===== config.mk =====
export PLATFORM = sky130hd
export DESIGN_NAME = mem_access_unit
export DESIGN_NICKNAME = d
export VERILOG_FILES = /design/src/rtl/mem_access_unit.sv
export SDC_FILE = /design/constraint.sdc
export NUM_CORES = 1
export LEC_CHECK = 0
export CAP_MARGIN = 20
export CELL_PAD_IN_SITES_DETAIL_PLACEMENT = 0
export CELL_PAD_IN_SITES_GLOBAL_PLACEMENT = 1
export CORE_MARGIN = 2
export CORE_UTILIZATION = 35
export DETAILED_ROUTE_END_ITERATION = 10
export HOLD_SLACK_MARGIN = 0.12
export PLACE_DENSITY = 0.81
export SYNTH_ARGS = -nofsm -noshare
export SYNTH_HDL_FRONTEND = slang
export SYNTH_SLANG_ARGS = --single-unit

===== constraint.sdc =====
create_clock -name clk -period 2.8 [get_ports clk]
set_input_delay 0.56 -clock clk [delete_from_list [all_inputs] [get_ports clk]]
set_output_delay 0.56 -clock clk [all_outputs]
set_load 0.005 [all_outputs]

===== src/rtl/mem_access_unit.sv =====
// rtl/mem_access_unit.sv - load/store unit bridging the execute stage to a request/response data bus
module mem_access_unit #(
    parameter int DATA_WIDTH = 32,
    parameter int STRB_WIDTH = DATA_WIDTH / 8
) (
    input  logic                  clk,
    input  logic                  rst_n,
    input  logic                  ex_valid,
    input  logic                  mem_ren,
    input  logic                  mem_wen,
    input  logic [2:0]            mem_op,
    input  logic [DATA_WIDTH-1:0] alu_out,
    input  logic [DATA_WIDTH-1:0] rs2,
    output logic                  bus_req_valid,
    input  logic                  bus_req_ready,
    output logic [DATA_WIDTH-1:0] bus_addr,
    output logic                  bus_wen,
    output logic [DATA_WIDTH-1:0] bus_wdata,
    output logic [STRB_WIDTH-1:0] bus_wstrb,
    input  logic                  bus_resp_valid,
    input  logic [DATA_WIDTH-1:0] bus_rdata,
    output logic                  stall,
    output logic                  done,
    output logic [DATA_WIDTH-1:0] load_data,
    output logic                  access_err
);

    typedef enum logic [1:0] {
        IDLE = 2'b00,
        REQ  = 2'b01,
        WAIT = 2'b10,
        DONE = 2'b11
    } state_t;

    state_t                state_q, state_d;
    logic [DATA_WIDTH-1:0] addr_q, addr_d;
    logic [2:0]            op_q, op_d;
    logic [DATA_WIDTH-1:0] data_q, data_d;
    logic                  store_q, store_d;
    logic                  err_q, err_d;
    logic [DATA_WIDTH-1:0] load_data_q, load_data_d;

    logic                  req_present;
    logic                  legal;
    logic                  accept;
    logic [DATA_WIDTH-1:0] rdata_shifted;
    logic [DATA_WIDTH-1:0] load_ext;
    logic [DATA_WIDTH-1:0] lane_wdata;
    logic [STRB_WIDTH-1:0] lane_wstrb;

    // Decode the incoming request and decide whether it may be issued to the bus
    always_comb begin
        req_present = ex_valid & (mem_ren | mem_wen);
        legal       = 1'b1;
        if (mem_op == 3'b011 || mem_op[2:1] == 2'b11)
            legal = 1'b0;
        if (mem_op[1:0] == 2'b01 && alu_out[0])
            legal = 1'b0;
        if (mem_op[1:0] == 2'b10 && alu_out[1:0] != 2'b00)
            legal = 1'b0;
        if (mem_ren && mem_wen)
            legal = 1'b0;
        accept = (state_q == IDLE) & req_present & legal;
    end

    // Replicate store data into the addressed byte lanes and build the strobes
    always_comb begin
        lane_wdata = data_q;
        lane_wstrb = '1;
        case (op_q[1:0])
            2'b00: begin
                lane_wdata = {STRB_WIDTH{data_q[7:0]}};
                lane_wstrb = STRB_WIDTH'(1) << addr_q[1:0];
            end
            2'b01: begin
                lane_wdata = {(STRB_WIDTH / 2){data_q[15:0]}};
                lane_wstrb = STRB_WIDTH'(3) << addr_q[1:0];
            end
            default: begin
                lane_wdata = data_q;
                lane_wstrb = '1;
            end
        endcase
    end

    // Align the returned word to the accessed byte and extend to full width
    always_comb begin
        rdata_shifted = bus_rdata >> {addr_q[1:0], 3'b000};
        case (op_q)
            3'b000:  load_ext = {{(DATA_WIDTH - 8){rdata_shifted[7]}}, rdata_shifted[7:0]};
            3'b001:  load_ext = {{(DATA_WIDTH - 16){rdata_shifted[15]}}, rdata_shifted[15:0]};
            3'b100:  load_ext = {{(DATA_WIDTH - 8){1'b0}}, rdata_shifted[7:0]};
            3'b101:  load_ext = {{(DATA_WIDTH - 16){1'b0}}, rdata_shifted[15:0]};
            default: load_ext = rdata_shifted;
        endcase
    end

    // Next-state logic: accept, issue, wait for response, then a single done cycle
    always_comb begin
        state_d     = state_q;
        addr_d      = addr_q;
        op_d        = op_q;
        data_d      = data_q;
        store_d     = store_q;
        err_d       = 1'b0;
        load_data_d = load_data_q;
        case (state_q)
            IDLE: begin
                if (accept) begin
                    addr_d  = alu_out;
                    op_d    = mem_op;
                    data_d  = rs2;
                    store_d = mem_wen;
                    state_d = REQ;
                end else if (req_present) begin
                    err_d = 1'b1;
                end
            end
            REQ: begin
                if (bus_req_ready)
                    state_d = WAIT;
            end
            WAIT: begin
                if (bus_resp_valid) begin
                    state_d = DONE;
                    if (!store_q)
                        load_data_d = load_ext;
                end
            end
            DONE: begin
                state_d = IDLE;
            end
            default: begin
                state_d = IDLE;
            end
        endcase
    end

    // Drive bus and pipeline outputs; write qualifiers only while a request is valid
    always_comb begin
        bus_req_valid = (state_q == REQ);
        bus_addr      = {addr_q[DATA_WIDTH-1:2], 2'b00};
        bus_wdata     = lane_wdata;
        bus_wen       = (state_q == REQ) & store_q;
        bus_wstrb     = ((state_q == REQ) && store_q) ? lane_wstrb : '0;
        stall         = accept | (state_q == REQ) | (state_q == WAIT);
        done          = (state_q == DONE);
        load_data     = load_data_q;
        access_err    = err_q;
    end

    // State and captured-access registers
    always_ff @(posedge clk or negedge rst_n) begin
        if (!rst_n) begin
            state_q     <= IDLE;
            addr_q      <= '0;
            op_q        <= '0;
            data_q      <= '0;
            store_q     <= 1'b0;
            err_q       <= 1'b0;
            load_data_q <= '0;
        end else begin
            state_q     <= state_d;
            addr_q      <= addr_d;
            op_q        <= op_d;
            data_q      <= data_d;
            store_q     <= store_d;
            err_q       <= err_d;
            load_data_q <= load_data_d;
        end
    end

endmodule


==> out/metrics.cfg, run 1 <==
[synth]
post_synth_and_or_nand_nor_area_fraction_pct = 10.3
yosysTopAreaCellShare_pct = 49.5
ys_ff_latch = 103
synth_top_family_by_area = multiplexers
synth-compound-area-share_pct = 6.99
netlist_area_um2 = 5210
syn_avg_cell_area_um2 = 11.1
synth-adder-area-share_pct = 1.15
yosysUniqueCellTypes = 37
ys_seq_area_share_pct = 49.5
synth_area_leaders = dfrtp_1 49%, mux2_2 18%, buf_4 5.9%
synth_xor_area_share_pct = 0.168
muxShareOfSynthArea_pct = 23.6
synth_cells = 469
ys_warn_count = 0
synth_area_leader_cell = dfrtp_1

[sta]
setup_viol = 0
hold_viol_final = 0
fin_hold_ws_ns = 0.269
period_needed_ns = 2.57
max_freq_ghz = 0.389
fin_skew_ns = 0.00573
slew_headroom_pct = 33.5
period_share_pct = 91.8
slew_viol_final = 0
fin_tns_setup_ns = 0
layout_setup_ws_ns = 0.231
rsz0062_at_grt = no
worstMarginPinSlew_ns = 0.990

[clock_network]
cts-hold-fix-buffers = 0
clkTransAtPathRegs_ns = 0.07
clkLatencyLatePin_ns = 0.34
cts_tree = built
numCtsBuffers = 9
clkSinkCount = 103
cts_max_level = 3
cts.path.max_buffers = 2
root_buffer = clkbuf_16

[global_route]
grt_overflow = 0
grt_pass1_vias = 4424
grt_max_degree = 57
antenna_found_initial = 0
grt.total_usage_pct = 18.8
grt_pass1_wl_mm = 23.5

[floorplan]
fp-row-count = 44
die_area_um2 = 15900
core_region_area_um2 = 14500
io_pins = 211
floorplan.initialDensity_pct = 35.8
die_w_um = 126
die_h_um = 126

[critical_path]
cp-startpoint = op_q[1]
cp_cell_sequence = buf_4 > nor2_1 > buf_4 > nand2_1 > nand2_1 > clkdlybuf4s50_1
end_kind = output pin
crit-reg2reg-launch = addr_q[0]
cp_slowest_cell = clkdlybuf4s50_1
cpPeakStageDelay_ns = 0.52
r2r_cells = 4
worst-endpoint-arrival_ns = 2.01
crit_required_ns = 2.24
crit_fanout = 14
worstSetupStartpointType = flop
critPathKind = reg -> out

[cells_and_area]
area_growth_syn_to_layout_pct = 46.4
n_antenna_cell = 0
layout.nets = 751
final_area_um2 = 7620
final_layout_size_suffix_gt1_share_pct = 19.8

[power_and_ir_drop]
power.leakage_nw = 3.30
power_density_nw_per_um2 = 1060
vdd_drop_max_mv = 0.463

[placement]
globalplace.congestion = 0.820
dp_hpwl_mm = 11.2
dp_slack_ns = -0.00985
port_buffers = 208
placed_area_um2 = 7280

[min_path]
hold_path_class = in -> async

[detailed_routing]
dr.pass1.iters = 4
detail_route.wl_per_cell_um = 17.7
ant_nets = 0
viasPerCell = 4.93
first_iter_violations = 205
vias = 4093
wirelength_mm = 14.7
drc = 0

[job]
cap_violations = 0

[outcome]
status = complete, no violations

==> final timing paths <==
kind | to | slack (ns)
setup / recovery | bus_wdata[8] | 0.23
hold / removal | load_data[3] | 0.27
setup reg to reg | load_data[15] | 0.46
hold reg to reg | load_data[3] | 0.49
max in group asynchronous | addr_q[26] | 1.77
min in group clk | load_data[3] | 0.49
==> where the power goes <==
group          internal (mW)  switching [mW]  total [mW]
registers               2.19           0.535        2.72
clock network          0.813           0.564        1.38
logic                   2.49            1.52        4.01
total                   5.49            2.62        8.11
==> kinds of logic after synthesis <==
group | Yosys count
other | 1
muxes | 111
adders and majority gates | 5
and+or+nand+nor | 117
AOI/OAI and AO/OA | 59
xor gates and xnor gates | 1
buffers and inverters | 72
DFF | 103
==> stage by stage <==
stage,util [%],instances,total power [mW]
global placement,50.1,813,6.70
finish,52.5,830,8.11
detailed placement,50.1,813,6.80
CTS,52.4,829,8.23
floorplan,-,470,4.81
global route,52.5,830,8.70
==> layout make-up <==
| class | instances | area (um^2) |
|---|---|---|
| Tap cell | 184 | 230 |
| Clock buffer | 10 | 239 |
| Clock inverter | 6 | 92.6 |
| Multi-Input combinational cell | 295 | 2230 |
| Timing Repair Buffer | 227 | 2240 |
| Inverter | 5 | 18.8 |
| Sequential cell | 103 | 2580 |
| Fill cell | 1319 | 6910 |
==> synthesized netlist by cell type <==
cell,n
a21oi_1,19
a221o_1,8
a221oi_1,1
and2_1,7
and3_1,1
buf_2,5
buf_4,41
clkbuf_1,21
conb_1,1
dfrtp_1,103
ha_1,4
inv_1,5
maj3_1,1
mux2_2,85
mux2i_1,25
mux4_2,1
nand2_1,52
nand2b_1,2
nand3_1,13
nand3_2,1
nand3b_1,1
nor2_1,31
nor2b_1,2
nor3_1,2
nor3b_1,1
nor4_2,1
nor4_4,1
o2111ai_1,1
o211ai_1,1
o21ai_0,24
o21bai_1,1
o311ai_1,2
o31a_1,1
o32a_1,1
or2_2,1
or4_1,1
xor2_1,1
==> repair_timing <==
item,in CTS,in global routing
pin swaps,1,1
endpoints found under the setup margin,1,1
resized for setup,0,2
buffers inserted,0,1
cloned,0,0
==> sequential cells by signal, indices dropped and copies added (netlist names) <==
signal	count
addr_q	32
data_q	32
access_err	1
store_q	1
state_q	2
load_data	32
op_q	3
==> placed cells by master (no fill, tap or decap), drive strengths merged, types with 8 or more instances in the layout <==
cell           count
a221o              8
nand2             52
o21ai             24
mux2i             25
clkbuf            10
buf               20
dfrtp            103
clkdlybuf4s50    205
a21oi             19
nand3             14
mux2              85
nor2              31
==> critical path, delay by kind of cell, from the launching register on <==
kind	cells	cell delay [ns]
buffers and inverters	3	0.93
flip-flops	1	0.49
AND/OR/NAND/NOR	3	0.23
==> per-layer routing <==
layer / up-vias / global-route usage (%) / part of all wire [%]
met3: 15 / 6.29 / 8.4
li1: 1924 / - / -
met5: - / 0 / 0
met4: 0 / 5.88 / 1.4
met1: 1997 / 22.3 / 40
met2: 157 / 32.1 / 50
No activity file was read; power rests on OpenSTA's default activity.
==> run 2, diff against run 1 <==
Settings changed: CTS_BUF_LIST set to sky130_fd_sc_hd__clkbuf_16.
==> run 2 against run 1 <==
  * Highest routed layer unchanged
  * Clock skew hardly changed
  * Non-clock buffer count unchanged
  * Combinational power is essentially flat
  * Power shrank 0.31%
  * Count of clock-buffer cells in the layout shrank 1
==> out/metrics.cfg, run 2 (same netlist as run 1, synthesis figures left out) <==
[outcome]
status = complete, no violations

[clock_network]
cts-hold-fix-buffers = 0  ; unchanged
cts_max_level = 3  ; unchanged
root_buffer = clkbuf_16
numCtsBuffers = 9  ; unchanged
cts_tree = built
clkTransAtPathRegs_ns = 0.07  ; about the same
clkSinkCount = 103  ; unchanged
cts.path.max_buffers = 2  ; unchanged
clkLatencyLatePin_ns = 0.34  ; about the same

[cells_and_area]
final_common_cell = clkdlybuf4s50_1
final_layout_size_suffix_gt1_share_pct = 19.7  ; -0.15 points
final_cell_mix = 205 x clkdlybuf4s50_1, 103 x dfrtp_1, 85 x mux2_2
n_antenna_cell = 0  ; unchanged
instances_no_fill = 830  ; unchanged
layout.nets = 751  ; unchanged
area_growth_syn_to_layout_pct = 46.2

[critical_path]
cp_slowest_cell = clkdlybuf4s50_1
crit_required_ns = 2.24  ; about the same
cpPeakStageDelay_ns = 0.52  ; about the same
crit_fanout = 14  ; unchanged
path_buf_inv = 3  ; unchanged
crit_family = buffers and inverters
end_kind = output pin
worst-endpoint-arrival_ns = 2.01  ; about the same
worstSetupStartpointType = flop
critPathKind = reg -> out
cp_cell_sequence = buf_4 > nor2_1 > buf_4 > nand2_1 > nand2_1 > clkdlybuf4s50_1

[global_route]
antenna_found_initial = 0  ; unchanged
grt_pass1_vias = 4420  ; -0.090%
busiest_layer = met2
grt.total_usage_pct = 18.8  ; unchanged
gr-usage-met3_pct = 6.29  ; unchanged
grt_max_degree = 57  ; unchanged
grt_pass1_wl_mm = 23.5  ; about the same
grt_overflow = 0  ; unchanged
gr-usage-met2_pct = 32.2  ; +0.063 points
met1_usage_pct = 22.3  ; unchanged

[detailed_routing]
detail_route.wl_per_cell_um = 17.7  ; about the same
first_iter_violations = 202  ; -1.5%
dr.pass1.iters = 4  ; unchanged
ant_nets = 0  ; unchanged
vias = 4106  ; +0.32%
drc = 0  ; unchanged
viasPerCell = 4.95  ; +0.32%
wirelength_mm = 14.7  ; about the same

[floorplan]
core_region_area_um2 = 14500  ; unchanged
io_pins = 211  ; unchanged
die_w_um = 126  ; unchanged
die_h_um = 126  ; unchanged
die_area_um2 = 15900  ; unchanged
fp-row-count = 44  ; unchanged
floorplan.initialDensity_pct = 35.8  ; unchanged

[power_and_ir_drop]
power.leakage_nw = 3.30  ; -0.17%
power_density_nw_per_um2 = 1060  ; -0.18%
vdd_drop_max_mv = 0.463  ; about the same

[sta]
hold_viol_final = 0  ; unchanged
fin_tns_setup_ns = 0  ; unchanged
slew_headroom_pct = 33.7  ; +0.15 points
period_share_pct = 91.7  ; about the same
setup_viol = 0  ; unchanged
slew_viol_final = 0  ; unchanged
period_needed_ns = 2.57  ; -0.000734 ns
worstMarginPinSlew_ns = 0.987  ; -0.00225 ns
rsz0062_at_grt = no
max_freq_ghz = 0.389  ; about the same
fin_skew_ns = 0.00576  ; +0.0000232 ns

[min_path]
hold_path_class = in -> async

[job]
cap_violations = 0  ; unchanged

[placement]
dp.cells = 813  ; unchanged
dp_hpwl_mm = 11.2  ; unchanged
port_buffers = 208  ; unchanged
globalplace.congestion = 0.820  ; unchanged

## run 2: final cells by class
class                      instances  area [um^2]
tap                              184          230
inverter                           5         18.8
multi-input combinational        295         2230
timing repair buffer             227         2240
sequential                       103         2580
clock buffer                       9          225
clock inverter                     7         96.3
fill                            1321         6920
## run 2: where the power goes
| part | total [mW] | internal (mW) | switching (mW) | leakage [nW] |
|---|---|---|---|---|
| Clock | 1.35 | 0.785 | 0.563 | 0.150 |
| Sequential | 2.72 | 2.19 | 0.535 | 1.26 |
| Combinational | 4.01 | 2.49 | 1.52 | 1.88 |
| Total | 8.09 | 5.46 | 2.62 | 3.30 |
## run 2: routing by layer
layer  routed length [um]  part of all wire (%)  up-vias
li1                     -                     -     1925
met1                 5920                    40     2009
met2                 7350                    50      157
met3                 1220                   8.3       15
met4                  202                   1.4        0
met5                    0                     0        -
## run 2: metrics by stage
stage / util [%] / hold slack (ns) / setup slack [ns] / total power, mW / area [um^2]
2_1_floorplan: - / 0.264 / 0.615 / 4.81 / 5210
3_3_place_gp: 50.1 / 0.469 / -0.00380 / 6.70 / 7280
3_5_place_dp: 50.1 / 0.478 / -0.00985 / 6.80 / 7280
4_1_cts: 52.3 / 0.298 / 0.0135 / 8.20 / 7600
5_1_grt: 52.4 / 0.336 / 0.0271 / 8.67 / 7610
6_report: 52.4 / 0.272 / 0.231 / 8.09 / 7610
## run 2: what timing repair did
| item | CTS | global route |
|---|---|---|
| gates resized for setup | 0 | 2 |
| pin swaps | 1 | 1 |
| setup buffers | 0 | 1 |
| setup endpoints to repair | 1 | 1 |
## run 2: worst paths after layout
| kind | to | slack (ns) | cells after the start | from |
|---|---|---|---|---|
| min reg2reg | load_data[3] | 0.49 | 2 | load_data[3] |
| min | load_data[3] | 0.27 | 1 | rst_n |
| max | bus_wdata[8] | 0.23 | 6 | op_q[1] |
| max reg2reg | load_data[15] | 0.46 | 4 | addr_q[0] |
| max in group asynchronous | addr_q[26] | 1.77 | 2 | rst_n |
| min in group clk | load_data[3] | 0.49 | 2 | load_data[3] |
==> run 3, diff against run 2 <==
Settings changed: ABC_AREA set to 0, TNS_END_PERCENT set to 1.
==> results of run 3 <==
Final layout, timing and power as in run 2 (identical DEF).
